## config.mk

```make
export PLATFORM = sky130hd
export DESIGN_NAME = ksz_bus_io
export DESIGN_NICKNAME = d
export VERILOG_FILES = /design/src/rtl/ksz_bus_pkg.sv /design/src/rtl/ksz_bus_io.sv
export SDC_FILE = /design/constraint.sdc
export NUM_CORES = 1
export LEC_CHECK = 0
export ABC_CLOCK_PERIOD_IN_PS = 1600
export BUFFER_PORTS_ARGS = -buffer_cell sky130_fd_sc_hd__buf_2
export CAP_MARGIN = 20
export CORE_ASPECT_RATIO = 1.1
export CORE_UTILIZATION = 42
export CTS_BUF_LIST = sky130_fd_sc_hd__clkbuf_4 sky130_fd_sc_hd__clkbuf_8
export DETAILED_ROUTE_END_ITERATION = 7
export PLACE_DENSITY = 0.76
export SETUP_SLACK_MARGIN = 0.4
export SLEW_MARGIN = 10
export SYNTH_ARGS = -nofsm -noshare
export SYNTH_HDL_FRONTEND = slang
export SYNTH_SLANG_ARGS = --single-unit
```

## constraint.sdc

```tcl
create_clock -name sysclk -period 1.6 [get_ports sysclk]
set_clock_uncertainty 0.15 [all_clocks]
set_input_delay 0.16 -clock sysclk [delete_from_list [all_inputs] [get_ports sysclk]]
set_output_delay 0.16 -clock sysclk [all_outputs]
set_load 0.01 [all_outputs]
```

## src/rtl/ksz_bus_pkg.sv

```systemverilog
// -----------------------------------------------------------------------------
// ksz_bus_pkg
// Shared definitions for the KSZ8851-16MLL host bus engine and the
// transmission / reception / init sequencers that drive it.
//   bus_state_e : phase encodings exported on ksz_bus_io.state; the
//                 sequencers decode these values directly.
//   REG_*       : register byte offsets used by the sequencers.
//   be_encode   : byte-enable nibble for an access.
//   cmd_word    : 16-bit command (address) word placed on SD in Addr0.
// -----------------------------------------------------------------------------
package ksz_bus_pkg;

   typedef enum logic [3:0] {
      ST_ADDR0  = 4'd0,
      ST_ADDR1  = 4'd1,
      ST_ADDR2  = 4'd2,
      ST_READ0  = 4'd3,
      ST_READ1  = 4'd4,
      ST_READ2  = 4'd5,
      ST_WRITE0 = 4'd6,
      ST_WRITE1 = 4'd7,
      ST_WRITE2 = 4'd8,
      ST_WAIT   = 4'd9
   } bus_state_e;

   localparam logic [7:0] REG_TXMIR = 8'h78;  // TXQ memory information
   localparam logic [7:0] REG_TXQCR = 8'h80;  // TXQ command
   localparam logic [7:0] REG_RXQCR = 8'h82;  // RXQ command
   localparam logic [7:0] REG_IER   = 8'h90;  // interrupt enable

   // Only the two low offset bits select byte lanes.
   // Word access: lanes 1:0 or 3:2. Byte access: one lane.
   function automatic logic [3:0] be_encode(input logic [1:0] offset,
                                             input logic       length);
      logic [3:0] be;
      if (length) begin
         be = offset[1] ? 4'b1100 : 4'b0011;
      end else begin
         be = 4'b0001 << offset;
      end
      return be;
   endfunction

   // {BE[3:0], 4'b0, dword-aligned address}
   function automatic logic [15:0] cmd_word(input logic [7:0] offset,
                                            input logic       length);
      return {be_encode(offset[1:0], length), 4'b0000, offset[7:2], 2'b00};
   endfunction

endpackage

```

## src/rtl/ksz_bus_io.sv

```systemverilog
// -----------------------------------------------------------------------------
// ksz_bus_io
// Bus engine for the KSZ8851-16MLL 16-bit asynchronous host interface.
// Executes one register access (address phase + read or write data phase)
// or one data-only write per request, and exports its phase on `state` so
// that upstream sequencers can step themselves on it.
//
// Ports
//   sysclk, reset          : clock, synchronous active-high reset
//   offset, length, WR     : register byte address, 1=16-bit/0=8-bit, 1=write
//   writeData              : write word, captured on entry to Write0
//   NewCommand             : start / continue a register access
//   Dummy_Write            : data-only write (QMU DMA burst), no address phase
//   readData               : last word read, held until the next read
//   state                  : current phase (ksz_bus_pkg::bus_state_e)
//   eth_csn/rdn/wrn/cmd    : chip control pins (csn/rdn/wrn active low)
//   eth_sd_out, eth_sd_oe  : SD drive value and enable for the pad tristate
//   eth_sd_in              : SD pad input
//
// Every pin output is a flop computed from the *next* phase, so pin values
// always line up with the cycles in which `state` shows that phase.
// -----------------------------------------------------------------------------
module ksz_bus_io
   import ksz_bus_pkg::*;
#(
   parameter int STROBE_EXT = 0
) (
   input  logic        sysclk,
   input  logic        reset,
   input  logic [7:0]  offset,
   input  logic        length,
   input  logic        WR,
   input  logic [15:0] writeData,
   input  logic        NewCommand,
   input  logic        Dummy_Write,
   output logic [15:0] readData,
   output logic [3:0]  state,
   output logic        eth_csn,
   output logic        eth_rdn,
   output logic        eth_wrn,
   output logic        eth_cmd,
   output logic [15:0] eth_sd_out,
   output logic        eth_sd_oe,
   input  logic [15:0] eth_sd_in
);

   localparam int EXT_W = (STROBE_EXT > 0) ? $clog2(STROBE_EXT + 1) : 1;
   localparam logic [EXT_W-1:0] EXT_MAX = EXT_W'(STROBE_EXT);

   bus_state_e       state_q, state_d;
   logic [EXT_W-1:0] ext_q, ext_d;
   logic [15:0]      read_data_q, read_data_d;
   logic [15:0]      sd_out_q, sd_out_d;
   logic             csn_q, csn_d;
   logic             rdn_q, rdn_d;
   logic             wrn_q, wrn_d;
   logic             cmd_q, cmd_d;
   logic             sd_oe_q, sd_oe_d;

   logic             ext_done;
   logic             in_ext_d;

   assign ext_done = (ext_q == EXT_MAX);

   always_comb begin
      state_d     = state_q;
      ext_d       = '0;
      read_data_d = read_data_q;
      sd_out_d    = sd_out_q;

      case (state_q)
         // X0 phases: first cycle strobe high, then STROBE_EXT cycles with
         // the strobe low (counter nonzero) before the X1 cycle.
         ST_ADDR0: begin
            if (ext_done) state_d = ST_ADDR1;
            else          ext_d   = ext_q + 1'b1;
         end
         ST_ADDR1: state_d = ST_ADDR2;
         ST_ADDR2: begin
            if (WR) begin
               state_d  = ST_WRITE0;
               sd_out_d = writeData;
            end else begin
               state_d  = ST_READ0;
            end
         end
         ST_READ0: begin
            if (ext_done) state_d = ST_READ1;
            else          ext_d   = ext_q + 1'b1;
         end
         ST_READ1: begin
            state_d     = ST_READ2;
            read_data_d = eth_sd_in;   // last cycle with rdn low
         end
         ST_WRITE0: begin
            if (ext_done) state_d = ST_WRITE1;
            else          ext_d   = ext_q + 1'b1;
         end
         ST_WRITE1: state_d = ST_WRITE2;
         // Decision points: Wait and the data X2 phases share one rule,
         // which lets bursts and back-to-back accesses skip Wait.
         ST_READ2, ST_WRITE2, ST_WAIT: begin
            if (Dummy_Write) begin
               state_d  = ST_WRITE0;
               sd_out_d = writeData;
            end else if (NewCommand) begin
               state_d  = ST_ADDR0;
               sd_out_d = cmd_word(offset, length);
            end else begin
               state_d  = ST_WAIT;
            end
         end
         default: state_d = ST_WAIT;
      endcase

      // Pin values for the phase being entered.
      in_ext_d = (ext_d != '0);
      csn_d    = (state_d == ST_WAIT);
      cmd_d    = (state_d inside {ST_ADDR0, ST_ADDR1, ST_ADDR2});
      sd_oe_d  = !(state_d inside {ST_WAIT, ST_READ0, ST_READ1, ST_READ2});
      rdn_d    = !((state_d == ST_READ1) ||
                   ((state_d == ST_READ0) && in_ext_d));
      wrn_d    = !((state_d == ST_ADDR1) || (state_d == ST_WRITE1) ||
                   (((state_d == ST_ADDR0) || (state_d == ST_WRITE0)) && in_ext_d));
      if (!sd_oe_d) begin
         sd_out_d = '0;
      end
   end

   always_ff @(posedge sysclk) begin
      if (reset) begin
         state_q     <= ST_WAIT;
         ext_q       <= '0;
         read_data_q <= '0;
         sd_out_q    <= '0;
         csn_q       <= 1'b1;
         rdn_q       <= 1'b1;
         wrn_q       <= 1'b1;
         cmd_q       <= 1'b0;
         sd_oe_q     <= 1'b0;
      end else begin
         state_q     <= state_d;
         ext_q       <= ext_d;
         read_data_q <= read_data_d;
         sd_out_q    <= sd_out_d;
         csn_q       <= csn_d;
         rdn_q       <= rdn_d;
         wrn_q       <= wrn_d;
         cmd_q       <= cmd_d;
         sd_oe_q     <= sd_oe_d;
      end
   end

   assign readData   = read_data_q;
   assign state      = state_q;
   assign eth_csn    = csn_q;
   assign eth_rdn    = rdn_q;
   assign eth_wrn    = wrn_q;
   assign eth_cmd    = cmd_q;
   assign eth_sd_out = sd_out_q;
   assign eth_sd_oe  = sd_oe_q;

endmodule

```

==> results of run 1 <==
[per-layer routing]
layer	up-vias	routed length, um
li1	1001	-
met2	94	3820
met5	-	0
met3	22	407
met4	0	237
met1	1017	2500
[state kept, by name (all words and copies together), names as in the netlist]
signal,count
eth_csn,1
eth_wrn,1
state,4
eth_sd_oe,1
readData,16
eth_rdn,1
eth_sd_out,16
eth_cmd,1
[layout make-up]
type / instances / area (um2)
Timing Repair Buffer: 149 / 1140
Clock buffer: 7 / 90.1
Inverter: 2 / 7.51
Tap cell: 52 / 65.1
Clock inverter: 1 / 30.0
Multi-Input combinational cell: 149 / 1320
Sequential cell: 41 / 836
Fill cell: 198 / 479
[through the flow]
stage / power (mW) / instances / instance area, um2 / setup slack [ps]
floorplan: 1.95 / 204 / 1780 / -125
global placement: 2.33 / 348 / 2350 / 0.592
detailed placement: 2.35 / 348 / 2350 / -68.4
CTS: 3.46 / 387 / 2930 / -18.0
global route: 4.16 / 401 / 3480 / -126
finish: 3.99 / 401 / 3480 / -91.4
[power by group through the flow]
| stage | logic, mW | clock network (mW) | registers, mW |
|---|---|---|---|
| after floorplan | 0.631 | 0 | 1.32 |
| after global placement | 1.05 | 0 | 1.28 |
| after detailed placement | 1.07 | 0 | 1.28 |
| after CTS | 1.31 | 0.889 | 1.26 |
| after global routing | 1.93 | 0.934 | 1.29 |
| final | 1.82 | 0.884 | 1.28 |
[how the worst max path moves through the flow]
stage	startpoint	end	slack [ps]
6_report	state[2]	eth_sd_out[15]	-90
5_1_grt	state[1]	eth_sd_out[15]	-130
4_1_cts	state[2]	eth_sd_out[11]	-20
3_5_place_dp	state[2]	eth_sd_out[9]	-70
3_3_place_gp	state[0]	eth_sd_out[15]	0.6
2_1_floorplan	state[3]	eth_sd_out[2]	-130
[synthesized netlist by cell type, drive strengths merged]
cell type  count
o22ai         10
nand2b        10
buf            8
a31o           1
and2b          1
or4b           1
a21o           1
o21bai         1
a21oi         27
dfxtp         41
a211oi        11
nand4          1
a21boi         1
o22a           1
and2           1
nor2b          4
nand3          6
a31oi          1
nand2         37
a211o          1
o211ai         1
or2            2
o2bb2ai        1
clkbuf         6
a22oi          1
and3           1
o21a           1
nand3b         1
nor4b          1
o21ai          6
inv            2
nor2          16
[worst register-to-register path, stage by stage (launching register included)]
cell,delay (ps)
dfxtp_4,380
nand2b_4,190
a211oi_4,250
buf_6,170
buf_6,130
o22ai_2,80
a211oi_1,250
[cells by family after synthesis]
| group | Yosys count | synth area share |
|---|---|---|
| compound gates | 65 | 0.239 |
| flops | 41 | 0.472 |
| buf+inv | 16 | 0.0619 |
| simple gates | 82 | 0.227 |
[timing repair]
item	in CTS	in global routing
setup buffers	7	10
hold buffers	22	0
pin swaps	4	22
endpoints found under the hold margin	22	0
endpoints found under the setup margin	45	45
cloned	2	4
resized for setup	37	101
==> results.json, run 1 <==
{
  "status": "complete, but fails checks",
  "violations": "negative setup slack",
  "hold_path.class": "in2reg",
  "r2r-end": "eth_sd_out[15]",
  "critPathArrivalTime_ps": 1750,
  "crit_path_start_kind": "flip-flop",
  "vdd_drop_max_mv": 0.808,
  "io_buffer_count": 86,
  "final_core_util": 0.879,
  "final_common_cell": "buf_2",
  "p_seq_frac": 0.321,
  "grt_util_met1": 0.248,
  "comb_power_share": 0.458,
  "cts_max_path_buffers": 2,
  "hold-worst-slack_ps": 2.97,
  "cp_cell_sequence": "nand2b_4 -> a211oi_4 -> buf_6 -> buf_6 -> o22ai_2 -> a211oi_1",
  "reg2reg_from": "state[2]",
  "max_stage_delay_ps": 380,
  "initialDrtViolationCount": 86,
  "grt_pass1_wl_mm": 8.41,
  "setup_viol": 20,
  "grtUsageMet2": 0.457,
  "place_hpwl_mm": 3.26,
  "synth_seq_area_share": 0.472,
  "htreeDepth": 2,
  "p_per_area_mw_per_mm2": 1140,
  "power_switching_mw": 1.34,
  "dieArea_mm2": 0.00440,
  "crit_family": "compound AO/OA/AOI/OAI gates",
  "fin_crit_sh": 1.06,
  "drcViolationCount": 0,
  "synth_top_area_share": 0.472,
  "yosysTopAreaCell": "dfxtp_1",
  "syn_area_mm2": 0.00174,
  "max_freq_ghz": 0.591,
  "cp-end-kind": "flip-flop",
  "antenna_found_initial": 0,
  "grt_pass1_vias": 1926,
  "drv_slew": 0,
  "initial_core_util": 0.438,
  "critPathBufInv": 2,
  "cp_max_fo": 7,
  "holdPathStages": 2,
  "synth_area_leaders": "dfxtp_1, nand2_1, a21oi_1, a211oi_1, nand2b_1",
  "synth_fp_nets": 250,
  "reg2reg_depth": 6,
  "synth_cell_types": 37,
  "p_sw_frac": 0.335,
  "fin_setup_tns_ps": -846,
  "layout_setup_ws_ps": -91.4,
  "relSlewSlack": 0.785,
  "drive_gt1_frac": 0.648,
  "first_pass_iters": 4,
  "hold_start": "reset",
  "worst_pin_slew_ps": 323,
  "grt_busiest_layer": "met2",
  "wl_mm": 6.97,
  "fin_nets": 394,
  "synth.ff_latch_count": 41,
  "finalHoldViolCount": 0,
  "tritoncts": "done",
  "ant_nets": 0,
  "dieHeight_um": 69.5,
  "syn_inst": 204,
  "viasPerCell": 5.32,
  "diodes": 0,
  "synth.avg_cell_area_um2": 8.52,
  "area_growth_pct": 101,
  "yosys_warnings": 0,
  "wl_per_cell_um": 17.4,
  "num_vias": 2134,
  "cp.depth": 6,
  "placement_rows": 24,
  "ios": 87,
  "core_mm2": 0.00396,
  "cp_common_cell": "buf_6",
  "layout_common_cells": "buf_2, dfxtp_1, dlygate4sd3_1",
  "grt-ovfl-total": 0,
  "critPathKind": "reg2reg",
  "place.gp.congestion": 0.880,
  "critPathSlowestCell": "dfxtp_4",
  "hold_end": "eth_wrn",
  "rrSetupSlack_ps": -90,
  "grt_max_degree": 19,
  "p_clk_frac": 0.222,
  "min_period_ps": 1690,
  "p_int_mw": 2.65,
  "clock_latency_ps": 300,
  "numClockSinks": 41,
  "grt_use_met3": 0.0625,
  "clkSlewWorstSetupHoldPaths_ps": 70,
  "clockRootBuffer": "clkbuf_8",
  "grt_usage": 0.241,
  "cts_made_buffers": 5,
  "rsz0062_at_grt": "true",
  "cap_viol_max_count": 0,
  "leakage_nw": 1.60,
  "die_x_um": 63.3,
  "worstPathRequired_ps": 1660
}
No activity file was read; power rests on OpenSTA's default activity.
==> inputs of run 2 (changes only) <==
--- a/config.mk
+++ b/config.mk
@@ -12,7 +12,7 @@
 export CORE_UTILIZATION = 42
 export CTS_BUF_LIST = sky130_fd_sc_hd__clkbuf_4 sky130_fd_sc_hd__clkbuf_8
 export DETAILED_ROUTE_END_ITERATION = 7
-export PLACE_DENSITY = 0.76
+export PLACE_DENSITY = 0.86
 export SETUP_SLACK_MARGIN = 0.4
 export SLEW_MARGIN = 10
 export SYNTH_ARGS = -nofsm -noshare
==> run 2 against run 1 <==
Effect of this change: critical path depth shrank 1; power grew 0.23%; highest routed layer unchanged; via count grew 3.0%; utilization shrank 1.6 points; global-route usage grew 6.1 points; the flow still finishes with violations (negative setup slack); critical endpoint is now eth_sd_out[3].
==> results.json, run 2 (same netlist as run 1, synthesis figures left out) <==
{
  "status": "complete, but fails checks",
  "violations": "negative setup slack",
  "relSlewSlack": 0.795,
  "core_mm2": 0.00396,
  "drive_gt1_frac": 0.647,
  "stdcell_count": 398,
  "cp_cell_sequence": "and2b_1 -> o2bb2ai_2 -> or2_4 -> clkbuf_16 -> a211oi_1",
  "drcViolationCount": 0,
  "dieHeight_um": 69.5,
  "wl_mm": 7.34,
  "num_vias": 2197,
  "cp-end-kind": "flip-flop",
  "final_area_mm2": 0.00342,
  "grtUsageMet2": 0.564,
  "grt-ovfl-total": 0,
  "worstPathRequired_ps": 1650,
  "first_pass_iters": 4,
  "die_x_um": 63.3,
  "numPlacedInstances": 350,
  "hold_start": "reset",
  "clockRootBuffer": "clkbuf_8",
  "numClockSinks": 41,
  "holdPathStages": 2,
  "cts_max_path_buffers": 2,
  "placement_rows": 24,
  "dieArea_mm2": 0.00440,
  "setup_viol": 17,
  "fillers": 210,
  "vdd_drop_max_mv": 0.773,
  "fin_nets": 391,
  "worst_pin_slew_ps": 306,
  "cts_made_buffers": 5,
  "reg2reg_from": "state[1]",
  "fin_crit_sh": 1.06,
  "hold_end": "eth_wrn",
  "rrSetupSlack_ps": -100,
  "wl_per_cell_um": 18.4,
  "max_freq_ghz": 0.588,
  "grt_util_met1": 0.315,
  "critPathBufInv": 1,
  "layout_common_cells": "buf_2, dfxtp_1, a21oi_2",
  "grt_pass1_wl_mm": 10.3,
  "htreeDepth": 2,
  "drv_slew": 0,
  "place.gp.congestion": 0.837,
  "critPathSlowestCell": "dfxtp_4",
  "grt_max_degree": 19,
  "leakage_nw": 1.58,
  "grt_pass1_vias": 2164,
  "reg2reg_depth": 5,
  "io_buffer_count": 86,
  "viasPerCell": 5.52,
  "grt_busiest_layer": "met2",
  "finalHoldViolCount": 0,
  "critPathKind": "reg2reg",
  "crit_family": "simple AND/OR/NAND/NOR gates",
  "clkSlewWorstSetupHoldPaths_ps": 80,
  "r2r-end": "eth_sd_out[3]",
  "grt_usage": 0.301,
  "rsz0062_at_grt": "true",
  "place_hpwl_mm": 3.25,
  "cp_max_fo": 8,
  "tritoncts": "done",
  "hold_path.class": "in2reg",
  "grt_use_met3": 0.0806,
  "hold-worst-slack_ps": 14.8,
  "area_growth_pct": 96.9,
  "initial_core_util": 0.438,
  "max_stage_delay_ps": 390,
  "seq_area_um2": 836,
  "placed_area_mm2": 0.00236,
  "ios": 87,
  "initialDrtViolationCount": 115,
  "cap_viol_max_count": 0,
  "critPathArrivalTime_ps": 1750,
  "crit_path_start_kind": "flip-flop",
  "p_per_area_mw_per_mm2": 1170,
  "antenna_found_initial": 0,
  "clock_latency_ps": 300,
  "final_common_cell": "buf_2",
  "layout_setup_ws_ps": -101,
  "min_period_ps": 1700,
  "diodes": 0,
  "ant_nets": 0,
  "multi_input_area_mm2": 0.00131
}
run 2: cell types whose count changed in the layout (fill, tap and decap cells not counted), sizes merged:
cell	previous run	this run
buf	126	123
run 2: report_power, final:
group          switching (mW)  internal (mW)  total [mW]
clock network           0.356          0.525       0.882
logic                   0.878          0.953        1.83
registers               0.121           1.16        1.28
run 2: final cells by class:
class | instances | share of cell area
inverter | 2 | 0.00219
clock buffer | 7 | 0.0263
multi-input combinational | 149 | 0.382
clock inverter | 1 | 0.00878
tap | 52 | 0.0190
sequential | 41 | 0.244
timing repair buffer | 146 | 0.317
run 2: worst reg2reg max path: cells and delay by family, from the launching register on:
kind                   cells  cell delay [ps]
buffers and inverters      1              180
DFF                        1              390
AOI/OAI and AO/OA          2              400
and+or+nand+nor            2              490
run 2: worst max path at each step:
stage             start              to  slack [ps]  cells past startpoint
3_5_place_dp   state[0]  eth_sd_out[14]         -60                      5
3_3_place_gp   state[2]   eth_sd_out[0]         0.7                      5
6_report       state[1]   eth_sd_out[3]        -100                      5
4_1_cts        state[2]   eth_sd_out[8]         -10                      5
5_1_grt        state[1]   eth_sd_out[3]        -100                      5
2_1_floorplan  state[3]   eth_sd_out[2]        -130                      7
run 2: metrics by stage:
stage | worst slack [ps] | power (mW) | setup TNS (ps) | util
6_report | -101 | 4.00 | -603 | 0.863
5_1_grt | -103 | 4.16 | -1390 | 0.863
4_1_cts | -14.6 | 3.54 | -84.0 | 0.783
3_5_place_dp | -60.5 | 2.36 | -615 | 0.597
3_3_place_gp | 0.747 | 2.33 | 0 | 0.597
2_1_floorplan | -125 | 1.95 | -1450 | -
run 2: repair_timing:
item | CTS | global route
endpoints found under the setup margin | 44 | 45
hold endpoints to repair | 23 | 0
pin swaps | 10 | 26
gates cloned | 2 | 3
resized for setup | 83 | 47
setup buffers | 7 | 6
hold buffers | 22 | 0
run 2: routing by layer:
layer | vias up | wire length [um]
met5 | - | 0
met4 | 0 | 254
met3 | 28 | 483
met2 | 138 | 3960
met1 | 1030 | 2640
li1 | 1001 | -
==> inputs of run 3 (changes only) <==
--- a/config.mk
+++ b/config.mk
@@ -7,12 +7,12 @@
 export LEC_CHECK = 0
 export ABC_CLOCK_PERIOD_IN_PS = 1600
 export BUFFER_PORTS_ARGS = -buffer_cell sky130_fd_sc_hd__buf_2
-export CAP_MARGIN = 20
 export CORE_ASPECT_RATIO = 1.1
 export CORE_UTILIZATION = 42
 export CTS_BUF_LIST = sky130_fd_sc_hd__clkbuf_4 sky130_fd_sc_hd__clkbuf_8
 export DETAILED_ROUTE_END_ITERATION = 7
 export PLACE_DENSITY = 0.86
+export RECOVER_POWER = 25
 export SETUP_SLACK_MARGIN = 0.4
 export SLEW_MARGIN = 10
 export SYNTH_ARGS = -nofsm -noshare
==> run 3 against run 2 <==
Effect of this change: the flow still finishes with violations (negative setup slack); routed wire length is 0.75% higher; fmax about the same; via count shrank 0.82%; clock power barely moved.
==> results.json, run 3 (same netlist as run 1, synthesis figures left out) <==
{
  "numPlacedInstances": 350,
  "clock_latency_ps": 300,
  "viasPerCell": 5.47,
  "critPathArrivalTime_ps": 1750,
  "wl_mm": 7.39,
  "cp-end-kind": "flip-flop",
  "stdcell_count": 398,
  "initialDrtViolationCount": 130,
  "grt_max_degree": 19,
  "p_total_mw": 3.99,
  "ios": 87,
  "worst_pin_slew_ps": 313,
  "seq_area_um2": 836,
  "crit_path_start_kind": "flip-flop",
  "area_growth_pct": 95.8,
  "leakage_nw": 1.52,
  "place_hpwl_mm": 3.25,
  "fin_nets": 391,
  "core_mm2": 0.00396,
  "dieHeight_um": 69.5,
  "fin_crit_sh": 1.06,
  "cts_made_buffers": 5,
  "dieArea_mm2": 0.00440,
  "finalHoldViolCount": 0,
  "status": "complete, but fails checks",
  "layout_setup_ws_ps": -102,
  "grt_pass1_wl_mm": 10.3,
  "drive_gt1_frac": 0.604,
  "cts_max_path_buffers": 2,
  "hold_path.class": "in2reg",
  "first_pass_iters": 4,
  "critPathKind": "reg2reg",
  "grt_pass1_vias": 2164,
  "clockRootBuffer": "clkbuf_8",
  "htreeDepth": 2,
  "numClockSinks": 41,
  "diodes": 0,
  "num_vias": 2179,
  "place_ws_ps": -60.5,
  "final_common_cell": "buf_2",
  "grt_usage": 0.301,
  "layout_common_cells": "buf_2, dfxtp_1, a21oi_2",
  "drv_slew": 0,
  "initial_core_util": 0.438,
  "final_core_util": 0.859,
  "die_x_um": 63.3,
  "placement_rows": 24,
  "clkSlewWorstSetupHoldPaths_ps": 80,
  "grt-ovfl-total": 0,
  "fillers": 221,
  "max_freq_ghz": 0.588,
  "setup_viol": 17,
  "worstPathRequired_ps": 1650,
  "drcViolationCount": 0,
  "place.gp.congestion": 0.837,
  "min_period_ps": 1700,
  "antenna_found_initial": 0,
  "cap_viol_max_count": 0,
  "vdd_drop_max_mv": 0.773,
  "relSlewSlack": 0.791,
  "multi_input_area_mm2": 0.00131,
  "cp_max_fo": 8,
  "ant_nets": 0,
  "p_per_area_mw_per_mm2": 1170,
  "wl_per_cell_um": 18.6,
  "violations": "negative setup slack",
  "tritoncts": "done",
  "fin_setup_tns_ps": -631,
  "io_buffer_count": 86,
  "rsz0062_at_grt": "true"
}
run 3: cell types whose count changed in the layout (fill, tap and decap cells not counted), sizes merged:
cell	delta
buf	-15
clkbuf	+15
run 3: worst max-delay path: stages (launching register included):
cell       delay, ps
dfxtp_4          390
and2b_1          220
o2bb2ai_2        160
or2_4            270
clkbuf_16        180
a211oi_1         240
run 3: cell type report:
| type | count | share of cell area |
|---|---|---|
| Multi-Input combinational cell | 149 | 0.385 |
| Timing Repair Buffer | 146 | 0.313 |
| Inverter | 2 | 0.00221 |
| Sequential cell | 41 | 0.246 |
| Tap cell | 52 | 0.0191 |
| Clock inverter | 1 | 0.00882 |
| Clock buffer | 7 | 0.0265 |
run 3: per-stage QoR:
step | hold WS, ps | area [um2]
3_5_place_dp | 258 | 2360
3_3_place_gp | 254 | 2360
6_report | 15.2 | 3400
2_1_floorplan | 146 | 1780
5_1_grt | 7.94 | 3400
4_1_cts | -12.6 | 3110
run 3: where the power goes:
group,leakage [nW],internal (mW),switching [mW],total (mW)
clock,0.0619,0.525,0.355,0.881
combinational,1.12,0.942,0.880,1.82
sequential,0.336,1.16,0.123,1.29
run 3: layer usage:
metal	GRT usage	vias to the layer above	wire length (um)
li1	-	1002	-
met1	0.315	1026	2720
met2	0.564	127	3970
met3	0.0806	24	458
met4	0.106	0	240
met5	0	-	0
run 3: path summary, 6_finish.rpt:
check        slack, ps       endpoint   startpoint  cells after the start
max               -100  eth_sd_out[3]     state[1]                      5
min                 20        eth_wrn        reset                      2
max reg2reg       -100  eth_sd_out[3]     state[1]                      5
min reg2reg        330    readData[3]  readData[3]                      2
run 3: timing repair:
item | 4_1_cts | 5_1_grt
hold endpoints to repair | 23 | 0
setup endpoints to repair | 44 | 45
hold buffers | 22 | 0
cloned | 2 | 3
pin swaps | 10 | 26
setup buffers | 7 | 6
resized for setup | 83 | 47
